File: src/rtl/wb_burst_reader.sv
// Wishbone pipelined read master: fetches a block of consecutive 16-bit words
// and delivers them in address order on a ready/valid stream.
module wb_burst_reader #(
  parameter int unsigned AW    = 16,
  parameter int unsigned LW    = 16,
  parameter int unsigned DEPTH = 4
) (
  input  logic          clk,
  input  logic          rst,
  input  logic          start,
  input  logic [AW-1:0] base_adr,
  input  logic [LW-1:0] length,
  output logic          busy,
  output logic          done,
  output logic          out_valid,
  output logic [15:0]   out_dat,
  input  logic          out_ready,
  output logic          wb_cyc_o,
  output logic          wb_stb_o,
  output logic          wb_we_o,
  output logic [AW-1:0] wb_adr_o,
  input  logic [15:0]   wb_dat_i,
  input  logic          wb_ack_i,
  input  logic          wb_stall_i
);

  localparam int unsigned CW = $clog2(DEPTH + 1);
  localparam int unsigned SW = CW + 1;
  localparam int unsigned PW = $clog2(DEPTH);

  typedef enum logic [1:0] {S_IDLE, S_ISSUE, S_DRAIN} state_e;

  state_e          state_q;
  logic            busy_q, done_q, cyc_q, stb_q;
  logic [AW-1:0]   adr_q;
  logic [LW-1:0]   rem_q;
  logic [CW-1:0]   outst_q;
  logic [15:0]     mem_q [DEPTH];
  logic [PW-1:0]   wr_ptr_q, rd_ptr_q;
  logic [CW-1:0]   mem_cnt_q;
  logic            out_valid_q;
  logic [15:0]     out_dat_q;

  logic            accept, push, pop, out_free;
  logic            mem_push, mem_pop, direct;
  logic [LW-1:0]   rem_d;
  logic [CW-1:0]   outst_d, fifo_cnt, fifo_cnt_d, mem_cnt_d;
  logic            credit_ok, drain_done;

  // Bus/FIFO bookkeeping for the coming edge.
  always_comb begin
    accept     = stb_q & ~wb_stall_i;
    push       = cyc_q & wb_ack_i;
    pop        = out_valid_q & out_ready;
    out_free   = ~out_valid_q | pop;
    mem_pop    = out_free & (mem_cnt_q != '0);
    direct     = out_free & (mem_cnt_q == '0) & push;
    mem_push   = push & ~direct;
    mem_cnt_d  = mem_cnt_q + CW'(mem_push) - CW'(mem_pop);
    rem_d      = rem_q - LW'(accept);
    outst_d    = outst_q + CW'(accept) - CW'(push);
    fifo_cnt   = mem_cnt_q + CW'(out_valid_q);
    fifo_cnt_d = fifo_cnt + CW'(push) - CW'(pop);
    // Outstanding requests plus buffered words must leave room for every ack.
    credit_ok  = (SW'(outst_d) + SW'(fifo_cnt_d)) < SW'(DEPTH);
    // Finished once the bus is quiet and only the final word (if any) is presented.
    drain_done = (state_q == S_DRAIN) & (outst_d == '0) & (fifo_cnt_d <= CW'(1));
  end

  // Transfer control FSM with registered bus and status outputs.
  always_ff @(posedge clk) begin
    if (rst) begin
      state_q <= S_IDLE;
      busy_q  <= 1'b0;
      done_q  <= 1'b0;
      cyc_q   <= 1'b0;
      stb_q   <= 1'b0;
      adr_q   <= '0;
      rem_q   <= '0;
      outst_q <= '0;
    end else begin
      done_q  <= 1'b0;
      outst_q <= outst_d;
      case (state_q)
        S_IDLE: begin
          if (start) begin
            if (length == '0) begin
              done_q <= 1'b1;
            end else begin
              state_q <= S_ISSUE;
              busy_q  <= 1'b1;
              cyc_q   <= 1'b1;
              stb_q   <= 1'b1;
              adr_q   <= base_adr;
              rem_q   <= length;
            end
          end
        end
        S_ISSUE: begin
          if (accept) begin
            adr_q <= adr_q + AW'(1);
            rem_q <= rem_d;
          end
          if (accept && (rem_d == '0)) begin
            state_q <= S_DRAIN;
            stb_q   <= 1'b0;
          end else if (!(stb_q && wb_stall_i)) begin
            stb_q <= credit_ok;
          end
        end
        S_DRAIN: begin
          if (outst_d == '0) cyc_q <= 1'b0;
          if (drain_done) begin
            state_q <= S_IDLE;
            busy_q  <= 1'b0;
            done_q  <= 1'b1;
          end
        end
        default: state_q <= S_IDLE;
      endcase
    end
  end

  // Read-data FIFO: ring buffer behind a registered output stage.
  always_ff @(posedge clk) begin
    if (rst) begin
      out_valid_q <= 1'b0;
      out_dat_q   <= '0;
      wr_ptr_q    <= '0;
      rd_ptr_q    <= '0;
      mem_cnt_q   <= '0;
    end else begin
      mem_cnt_q <= mem_cnt_d;
      if (mem_push) wr_ptr_q <= wr_ptr_q + PW'(1);
      if (mem_pop) begin
        out_dat_q   <= mem_q[rd_ptr_q];
        rd_ptr_q    <= rd_ptr_q + PW'(1);
        out_valid_q <= 1'b1;
      end else if (direct) begin
        out_dat_q   <= wb_dat_i;
        out_valid_q <= 1'b1;
      end else if (out_free) begin
        out_valid_q <= 1'b0;
      end
    end
  end

  always_ff @(posedge clk) begin
    if (mem_push) mem_q[wr_ptr_q] <= wb_dat_i;
  end

  assign busy      = busy_q;
  assign done      = done_q;
  assign out_valid = out_valid_q;
  assign out_dat   = out_dat_q;
  assign wb_cyc_o  = cyc_q;
  assign wb_stb_o  = stb_q;
  assign wb_we_o   = 1'b0;
  assign wb_adr_o  = adr_q;

endmodule

File: config.mk
export PLATFORM = sky130hd
export DESIGN_NAME = wb_burst_reader
export DESIGN_NICKNAME = d
export VERILOG_FILES = /design/src/rtl/wb_burst_reader.sv
export SDC_FILE = /design/constraint.sdc
export NUM_CORES = 1
export LEC_CHECK = 0
export CORE_ASPECT_RATIO = 2
export CORE_MARGIN = 5
export CORE_UTILIZATION = 51
export CTS_BUF_LIST = sky130_fd_sc_hd__clkbuf_4
export CTS_CLUSTER_SIZE = 12
export DETAILED_ROUTE_END_ITERATION = 12
export PLACE_DENSITY = 0.89
export SLEW_MARGIN = 0
export SYNTH_ARGS = -nofsm -noshare
export SYNTH_HDL_FRONTEND = slang
export SYNTH_SLANG_ARGS = --single-unit
File: constraint.sdc
create_clock -name clk -period 3.45 [get_ports clk]
set_clock_uncertainty 0.05 [all_clocks]
set_input_delay 1.035 -clock clk [delete_from_list [all_inputs] [get_ports clk]]
set_output_delay 1.035 -clock clk [all_outputs]
set_load 0.005 [all_outputs]
==> flow_summary_export.csv <==
group,metric,value,unit
synth,synth_area_leaders,"edfxtp_1 (31%), dfxtp_1 (22%), mux4_2 (5.8%)",
floorplanning,fp.dieH,166,um
setup_path,crit_path_end_kind,"flip-flop",
synth,avgSynthCellArea,10.7,sq um
setup_path,slowest_stage,"clkdlybuf4s50_1",
status,failed_checks,"setup timing",
worst_hold_path,holdCritStartpoint,"rem_q[0]",
timing,final-setup-viol-count,1,
synth,yosysWarningCount,0,
floorplanning,die_area,14500,sq um
final_layout,nets,743,
timing,period_share,100,%
power,p_per_area,624,nW/um^2
floorplanning,fp.dieW,87.8,um
grt,grt_pass1_wl,24700,um
grt,grt_pass1_vias,5228,
routing,drc,0,
clocking,clk_pin_slew,130,ps
final_layout,regArea,3260,sq um
final_layout,multi_input_area,2720,sq um
timing,hold_viol_final,0,
placed_design,place_inst,798,
setup_path,crit_type,"input pin to flip-flop",
setup_path,cp_slowest_stage_delay,430,ps
timing,worst_slew_pin_slew,1150,ps
routing,vias,4961,
grt,gr-total-overflow,0,
synth,synth_top_flop_cell,"dfxtp_1",
routing,first_pass_iters,5,
routing,wl_per_cell,18.6,um
setup_path,worst_ep_required_time,3830,ps
synth,syn_area,6170,sq um
synth,synthTopCellsByCount,"dfxtp_1 (67), edfxtp_1 (64), nor2_1 (60), nand2_1 (51), o21ai_0 (35)",
setup_path,rr_startpoint,"wb_stb_o",
synth,async_flop_share,0,%
timing,slew_headroom,23.6,%
setup_path,worstSetupPathDepth,11,
final_layout,drive_gt1_share,12.4,%
synth,synth.most_common_cell,"dfxtp_1",
synth,synth_cells,576,
synth,syn-num-nets,648,
power,peakVddDrop,0.621,mV
status,status,"complete, but fails checks",
synth,yosysTopAreaCell,"edfxtp_1",
timing,period_minus_slack,3460,ps
setup_path,crit_family,"adder cells",
floorplanning,initial_core_util,51.2,%
clocking,numCtsBuffers,17,
routing,drt_iter0_markers,297,
clocking,insertion_delay,490,ps
final_layout,filler_cell_count,941,
placed_design,port_buffers,90,
final_layout,utilization,63.5,%
clocking,cts_root_buf,"clkbuf_4",
grt,antenna_found_initial,1,
synth,yosys_register_bits,131,
synth,synth_edf_count,64,
setup_path,crit_path_start_kind,"input pin",
timing,report.final.slew_viol_count,0,
synth,ys_seq_area_share,52.8,%
clocking,clockBufferDepth,2,
final_layout,final_cells,832,
placed_design,place_congestion,0.963,
job,cap_viol_max_count,0,
clocking,cts_max_level,4,
power,leakage,0.00277,uW
timing,timing.fmax,289,MHz
final_layout,final_cell_area,7660,sq um
grt,grt_max_degree,65,
routing,wl,15500,um
setup_path,arrival,3840,ps
routing,antenna_left,0,
clocking,tritoncts,"yes",
worst_hold_path,min_path_type,"flip-flop to flip-flop",
worst_hold_path,whs_path_depth,2,
setup_path,crit_chain,"clkdlybuf4s50_1 -> and2_1 -> ha_1 -> fa_1 -> fa_1 -> xor2_1 -> ha_1 -> nor3_1 -> a221oi_1 -> nor2_1 -> o311a_1",
synth,yosysUniqueCellTypes,54,
floorplanning,core-area,12100,sq um
timing,rsz0062_at_grt,"yes",
clocking,cts.sinks,131,
placed_design,dpl-instance-area,7330,sq um
setup_path,r2r.worst_path.cells,13,
grt,grt_usage,21.6,%
placed_design,post-place-ws,-509,ps
setup_path,path_buf_inv,1,
synth,synth_top_area_share,31.1,%
placed_design,hpwl,11000,um
setup_path,crit_fanout,2,
final_layout,area_delta_synth_final,24.0,%
routing,viasPerCell,5.96,
timing,worst_slack,-10.2,ps
floorplanning,ios,92,
clocking,cts_hold_buf,0,
setup_path,crit_start,"out_ready",
floorplanning,num_rows,57,
==> registers in the layout, indices dropped and copies added, names as in the netlist, 2 cells and up, named ones only <==
name,flops
mem_q,64
out_dat,16
rem_q,16
wb_adr_o,16
mem_cnt_q,3
outst_q,3
rd_ptr_q,2
state_q,2
wr_ptr_q,2
==> worst reg2reg max path: stages, from the launching register on <==
cell	delay, ps
dfxtp_1	420
nor2b_2	220
inv_1	70
ha_1	270
inv_1	60
ha_1	130
inv_1	50
fa_1	520
inv_1	80
ha_1	310
nand3b_1	80
a221oi_1	280
nor2_1	90
o311a_1	120
==> layout make-up <==
class	instances	area share [%]
diodes	1	0.0327
clock buffers	18	1.77
clock inverters	14	2.19
inverters	17	0.833
multi-input cells	389	35.5
flip-flops and latches	131	42.6
well taps	147	2.40
repair buffers	115	14.6
==> per-stage QoR <==
step                power, uW  hold slack [ps]  TNS [ps]
floorplan                3020              382         0
global placement         3580              397     -3060
detailed placement       3690              408     -4440
CTS                      4780              426         0
global route             5080              446      -130
finish                   4770              423     -10.2
==> cell families (layout without fill, tap and decap cells) <==
logic type      after synthesis  in the layout  share of synthesized area (%)
simple gates                192            192                           14.9
fa+ha+maj                    18             18                           4.13
mux                          32             32                           8.43
xor+xnor                     11             11                           1.56
compound gates              135            135                           14.3
buf+inv                      56            164                           3.77
flops                       131            131                           52.8
other cells                   1              2                         0.0607
==> where the power goes <==
part	internal (uW)	total, uW	switching (uW)
sequential	1830	2020	189
combinational	871	1670	803
clock	465	1080	615
==> routing by layer <==
metal,share of wire [%],wire length [um],global-route usage [%]
met1,36,5580,23.3
met2,56,8640,39.0
met3,4.9,755,4.27
met4,3.1,476,10.1
met5,0,0,0
==> path summary, 6_finish.rpt <==
path / slack [ps] / endpoint
hold reg to reg: 420 / rem_q[0]
setup reg to reg: 590 / wb_stb_o
hold / removal: 420 / rem_q[0]
setup / recovery: -10 / wb_stb_o
==> layout by cell type (no fill, tap or decap), types with 5 or more instances in the layout <==
cell type         n
nand3_1          12
and2_1            8
a21oi_1          27
nor2b_1           5
nand4_1           5
a22oi_1          11
nor3_1           16
a31oi_1           6
clkbuf_4         18
edfxtp_1         64
mux4_2           16
o21ai_0          35
clkdlybuf4s50_1  89
o31ai_1           8
dfxtp_1          67
inv_1            17
nor4_1            6
xor2_1            6
buf_4            22
a211oi_1         25
mux2i_1          16
nor2_1           59
ha_1             14
nand2b_1          8
nand2_1          51
==> timing repair <==
item	CTS	global route
resized for setup	0	3
setup endpoints to repair	0	6
setup buffers	0	1
No activity file was read; power rests on OpenSTA's default activity.
==> edit 1 (same flow settings) <==
The parameter `DEPTH` goes from 4 to 8.
--- a/src/rtl/wb_burst_reader.sv
+++ b/src/rtl/wb_burst_reader.sv
@@ -5,3 +5,3 @@
   parameter int unsigned LW    = 16,
-  parameter int unsigned DEPTH = 4
+  parameter int unsigned DEPTH = 8
 ) (
Function: same outputs for any inputs over 4 cycles, from zero or initial values and one cycle with rst high; that may be too few to reach the edited logic, so the function may still have changed.
==> edit 1 against the original RTL <==
- worst hold slack got worse by 3.6 ps
- wire length increased by 33%
- critical endpoint is now state_q[1]$_SDFFE_PP0P_
- final cell count increased by 28%
- count of clock-buffer cells in the layout increased by 3
- power increased by 40%
- sequential power increased by 47%
- critical path type unchanged
- worst setup slack improved by 130 ps
- area after synthesis increased by 45%
- design area increased by 39%
- fmax increased by 4.0%
- sequential cell count increased by 69
==> edit 1: results (changes against the original RTL) <==
final_layout:
  drive_above_1_share: 0.1688  # was 0.1243
  final_cells: 1064  # was 832
  final_nets: 917  # was 743
  largest_register_ff_count: 128  # was 64
global_route:
  use_met2: 0.3804  # was 0.3899
  met3_usage: 0.03729  # was 0.04274
  grt_util_met1: 0.2188  # was 0.2327
  grt_util_all_layers: 0.2011  # was 0.2160
  grt_pass1_wl_mm: 32.91  # was 24.74 mm
  grt_max_degree: 71  # was 65
  grt_pass1_vias: 6393  # was 5228
synth:
  synth_cell_types: 66  # was 54
  ys_seq_area_frac: 0.5885  # was 0.5285
  ys.flop_type: "edfxtp_1"  # was dfxtp_1
  synth_nets: 806  # was 648
  synth_area_leaders: "edfxtp_1 43%, dfxtp_1 16%, mux4_2 8.0%"  # was edfxtp_1 31%, dfxtp_1 22%, mux4_2 5.8%
  netlist_top_cells_count: "128 x edfxtp_1, 74 x nand2_1, 72 x dfxtp_1"  # was 67 x dfxtp_1, 64 x edfxtp_1, 60 x nor2_1
  synth_edf_count: 128  # was 64
power:
  irDropWorstVdd_mv: 0.3844  # was 0.6215 mV
  p_sw_uw: 2191  # was 1607 uW
  leakagePower_uw: 0.003685  # was 0.002767 uW
  comb_power_share: 0.390  # was 0.351
drt:
  wl_met3_um: 987  # was 755 um
  vias: 6340  # was 4961
  routed.top_layer: "met4"  # unchanged
  drt_iter0_drc: 374  # was 297
  wirelength_mm: 20.58  # was 15.45 mm
clocking:
  cts.clk_slew.worst_paths_ps: 150  # was 130 ps
  clk_latency_ps: 570  # was 490 ps
setup_path:
  worstPathArrival_ps: 3710  # was 3840 ps
  cp_slowest_stage_delay_ps: 500  # was 430 ps
  cp_slowest_cell: "fa_1"  # was clkdlybuf4s50_1
  cp_max_fo: 3  # was 2
placed_design:
  dp_cells: 1031  # was 798
  dp_slack_ps: -428.6  # was -508.9 ps
  dp_hpwl_mm: 14.42  # was 10.95 mm
  place.gp.congestion: 0.9046  # was 0.9630
timing:
  worst_slew_pin_slew_ps: 1192  # was 1146 ps
  setup-violations-final: 0  # was 1
status:
  status: "complete, no violations"  # was finished, violations left
edit 1: changes by cell type in the layout (fill, tap and decap cells not counted), sizes merged, moves of 7 or more:
cell / unedited run / this run
mux2i: 16 / 6
edfxtp: 64 / 128
buf: 26 / 46
mux2: 0 / 11
inv: 24 / 31
a22oi: 11 / 21
a211oi: 25 / 13
nand2: 51 / 74
a21oi: 28 / 40
mux4: 16 / 32
edit 1: path summary, 6_finish.rpt:
| check | end | depth (start not counted) | slack, ps | start |
|---|---|---|---|---|
| setup / recovery | state_q[1]$_SDFFE_PP0P_ | 14 | 120 | wb_stall_i |
| hold / removal | out_dat[7]$_SDFFE_PP0P_ | 2 | 420 | out_dat[7]$_SDFFE_PP0P_ |
| setup reg to reg | state_q[1]$_SDFFE_PP0P_ | 13 | 630 | wb_stb_o$_SDFFE_PP0P_ |
| hold reg to reg | out_dat[7]$_SDFFE_PP0P_ | 2 | 420 | out_dat[7]$_SDFFE_PP0P_ |
edit 1: kinds of logic after synthesis:
kind of cell	Yosys count	synth area share
flip-flops	200	0.5885
other	1	0.0004176
buffers and inverters	70	0.03232
AND/OR/NAND/NOR	219	0.1176
AO/OA/AOI/OAI	155	0.1133
adder cells (fa/ha/maj)	23	0.03539
XOR/XNOR	12	0.01170
multiplexers	49	0.1007
edit 1: area by class of cell:
cell class | count | area [um^2]
fillers | 1306 | 6630
flip-flops and latches | 200 | 5286
multi-input cells | 459 | 3461
repair buffers | 135 | 1284
well taps | 210 | 262.8
clock buffers | 21 | 157.7
inverters | 27 | 101.3
clock inverters | 11 | 86.33
diodes | 1 | 2.502
edit 1: metrics by stage:
step	setup TNS, ps	power (uW)	area (um^2)
global placement	-1590	5535	10390
floorplan	0	4670	8986
global route	-15.24	7093	10640
CTS	0	6744	10630
finish	0	6676	10640
detailed placement	-1916	5634	10390
==> edit 2 (same flow settings) <==
Made on the original files. Re-encode `state_e` (3 states) as one-hot, 3 bits wide.
--- a/src/rtl/wb_burst_reader.sv
+++ b/src/rtl/wb_burst_reader.sv
@@ -30,3 +30,3 @@
 
-  typedef enum logic [1:0] {S_IDLE, S_ISSUE, S_DRAIN} state_e;
+  typedef enum logic [2:0] {S_IDLE = 3'b001, S_ISSUE = 3'b010, S_DRAIN = 3'b100} state_e;
 
Check against the original RTL: no difference found for any inputs over 4 cycles, from zero or initial values and one cycle with rst high; so few cycles prove little.
==> edit 2 against the original RTL <==
- power grew 19%
- first-iteration DRC count shrank 12%
- register-to-register slack lost 110 ps
- worst setup slack better by 180 ps
- fmax is 5.4% higher
- wire length is 5.0% higher
- critical endpoint unchanged
- sequential cell count grew 1
- critical path depth increased by 2
- area after synthesis grew 1.7%
- design area increased by 2.4%
- combinational power rose by 47%
- die area increased by 1.6%
==> edit 2: results (changes against the original RTL) <==
status:
  status: "complete, no violations"  # was finished, violations left
drt:
  routed.top_layer: "met4"  # unchanged
  wl_met3_um: 780  # was 755 um
  post_drt_wl_per_cell_um: 18.96  # was 18.57 um
  viasPerCell: 5.891  # was 5.963
  remaining_drc_errors: 0  # unchanged
  drt_iter0_drc: 261  # was 297
  wirelength_mm: 16.23  # was 15.45 mm
  wl_met2_mm: 9.026  # was 8.643 mm
  dr.pass1.iters: 4  # was 5
  wl_met1_mm: 5.713  # was 5.577 mm
setup_path:
  regToRegEndpoint: "state_q[2]$_SDFFE_PP0P_"  # was wb_stb_o$_SDFFE_PP0P_
  cp_max_fo: 2  # unchanged
  endpoint: "wb_stb_o$_SDFFE_PP0P_"  # unchanged
  cp_slowest_cell: "clkdlybuf4s50_1"  # unchanged
  reg2reg_depth: 12  # was 13
  critPathLaunch: "out_ready"  # unchanged
  rrSetupSlack_ps: 480  # was 590 ps
  worstPathArrival_ps: 3720  # was 3840 ps
  r2r_start: "wb_stb_o$_SDFFE_PP0P_"  # unchanged
  cp_slowest_stage_delay_ps: 430  # about the same
synth:
  synth_xor_area_frac: 0.01773  # was 0.01560
  synth_area_leaders: "edfxtp_1 31%, dfxtp_1 22%, mux4_2 5.7%"  # was edfxtp_1 31%, dfxtp_1 22%, mux4_2 5.8%
  yosys-mux-area-fraction: 0.08446  # was 0.08430
  syn_avg_cell_area_um2: 10.70  # was 10.72 um^2
  netlist_top_cells_count: "68 x dfxtp_1, 64 x edfxtp_1, 60 x nand2_1"  # was 67 x dfxtp_1, 64 x edfxtp_1, 60 x nor2_1
  ys.flop_type: "dfxtp_1"  # unchanged
  yosys.area_share.adder: 0.04064  # was 0.04134
  ys_async_sr_fraction: 0  # unchanged
  synth_edf_count: 64  # unchanged
  synth_nets: 659  # was 648
  synth_compound_area_frac: 0.1367  # was 0.1427
  synth_cell_types: 64  # was 54
  ys_seq_area_frac: 0.5227  # was 0.5285
  ys_warn_count: 0  # unchanged
placed_design:
  place.gp.congestion: 0.8727  # was 0.9630
  dp_hpwl_mm: 11.93  # was 10.95 mm
  port_buffers: 90  # unchanged
  dp_cells: 821  # was 798
global_route:
  grt_pass1_vias: 5411  # was 5228
  grt_pass1_wl_mm: 26.01  # was 24.74 mm
  antenna_found_initial: 1  # unchanged
  grt_max_degree: 57  # was 65
  grt_util_all_layers: 0.2283  # was 0.2160
final_layout:
  final_nets: 767  # was 743
  largest_register_ff_count: 64  # unchanged
  fillers: 938  # was 941
  drive_above_1_share: 0.1568  # was 0.1243
clocking:
  cts_resized: 0  # unchanged
  clk_latency_ps: 550  # was 490 ps
  clockRootBuffer: "clkbuf_4"  # unchanged
  cts.clk_slew.worst_paths_ps: 140
  clockBufferDepth: 2  # unchanged
hold_path:
  min_to: "rem_q[0]$_SDFFE_PP0P_"  # unchanged
  min_from: "rem_q[0]$_SDFFE_PP0P_"  # unchanged
timing:
  slew_headroom: 0.2973  # was 0.2357
  whs_ps: 434.5  # was 422.9 ps
power:
  irDropWorstVdd_mv: 0.5532  # was 0.6215 mV
  leakagePower_uw: 0.002891  # was 0.002767 uW
-- edit 2: changes by cell type in the layout (fill, tap and decap cells not counted), sizes merged, moves of 4 or more --
| cell | before | now |
|---|---|---|
| a21oi | 28 | 48 |
| a211oi | 25 | 21 |
| buf | 26 | 38 |
| nor3 | 16 | 12 |
| a22oi | 11 | 0 |
| or4 | 5 | 0 |
| nand2 | 51 | 60 |
| a31oi | 6 | 1 |
-- edit 2: report_power, final --
part / internal [uW] / switching [uW]
registers: 1920 / 282
logic: 1220 / 1240
clock network: 318 / 678
-- edit 2: routing by layer --
| metal | up-vias | GRT usage |
|---|---|---|
| li1 | 2375 | - |
| met1 | 2422 | 0.2356 |
| met2 | 186 | 0.4213 |
| met3 | 60 | 0.04103 |
| met4 | 0 | 0.1151 |
| met5 | - | 0 |
-- edit 2: area by class of cell --
cell class              instances  share of cell area
repair buffers                127              0.1551
multi-input cells             400              0.3609
clock inverters                15             0.01723
diodes                          1           0.0003191
flip-flops and latches        132              0.4186
well taps                     147             0.02345
clock buffers                  17             0.01627
inverters                      17            0.008137
-- edit 2: through the flow --
step | TNS [ps] | total power, uW | setup slack, ps | instance area [um^2] | util
3_5_place_dp | -4071 | 4565 | -560.2 | 7508 | 0.6193
4_1_cts | 0 | 5557 | 5.616 | 7771 | 0.6410
5_1_grt | -1.859 | 6046 | -1.859 | 7843 | 0.6469
6_report | 0 | 5660 | 166.0 | 7843 | 0.6469
2_1_floorplan | 0 | 3633 | 125.8 | 6281 | -
3_3_place_gp | -2863 | 4422 | -472.8 | 7508 | 0.6193
-- edit 2: critical path, delay by kind of cell --
family,cells,cell delay (ps)
AOI/OAI and AO/OA,4,440
xor gates and xnor gates,1,150
adders and majority gates,4,1220
buffers and inverters,2,530
and+or+nand+nor,2,330
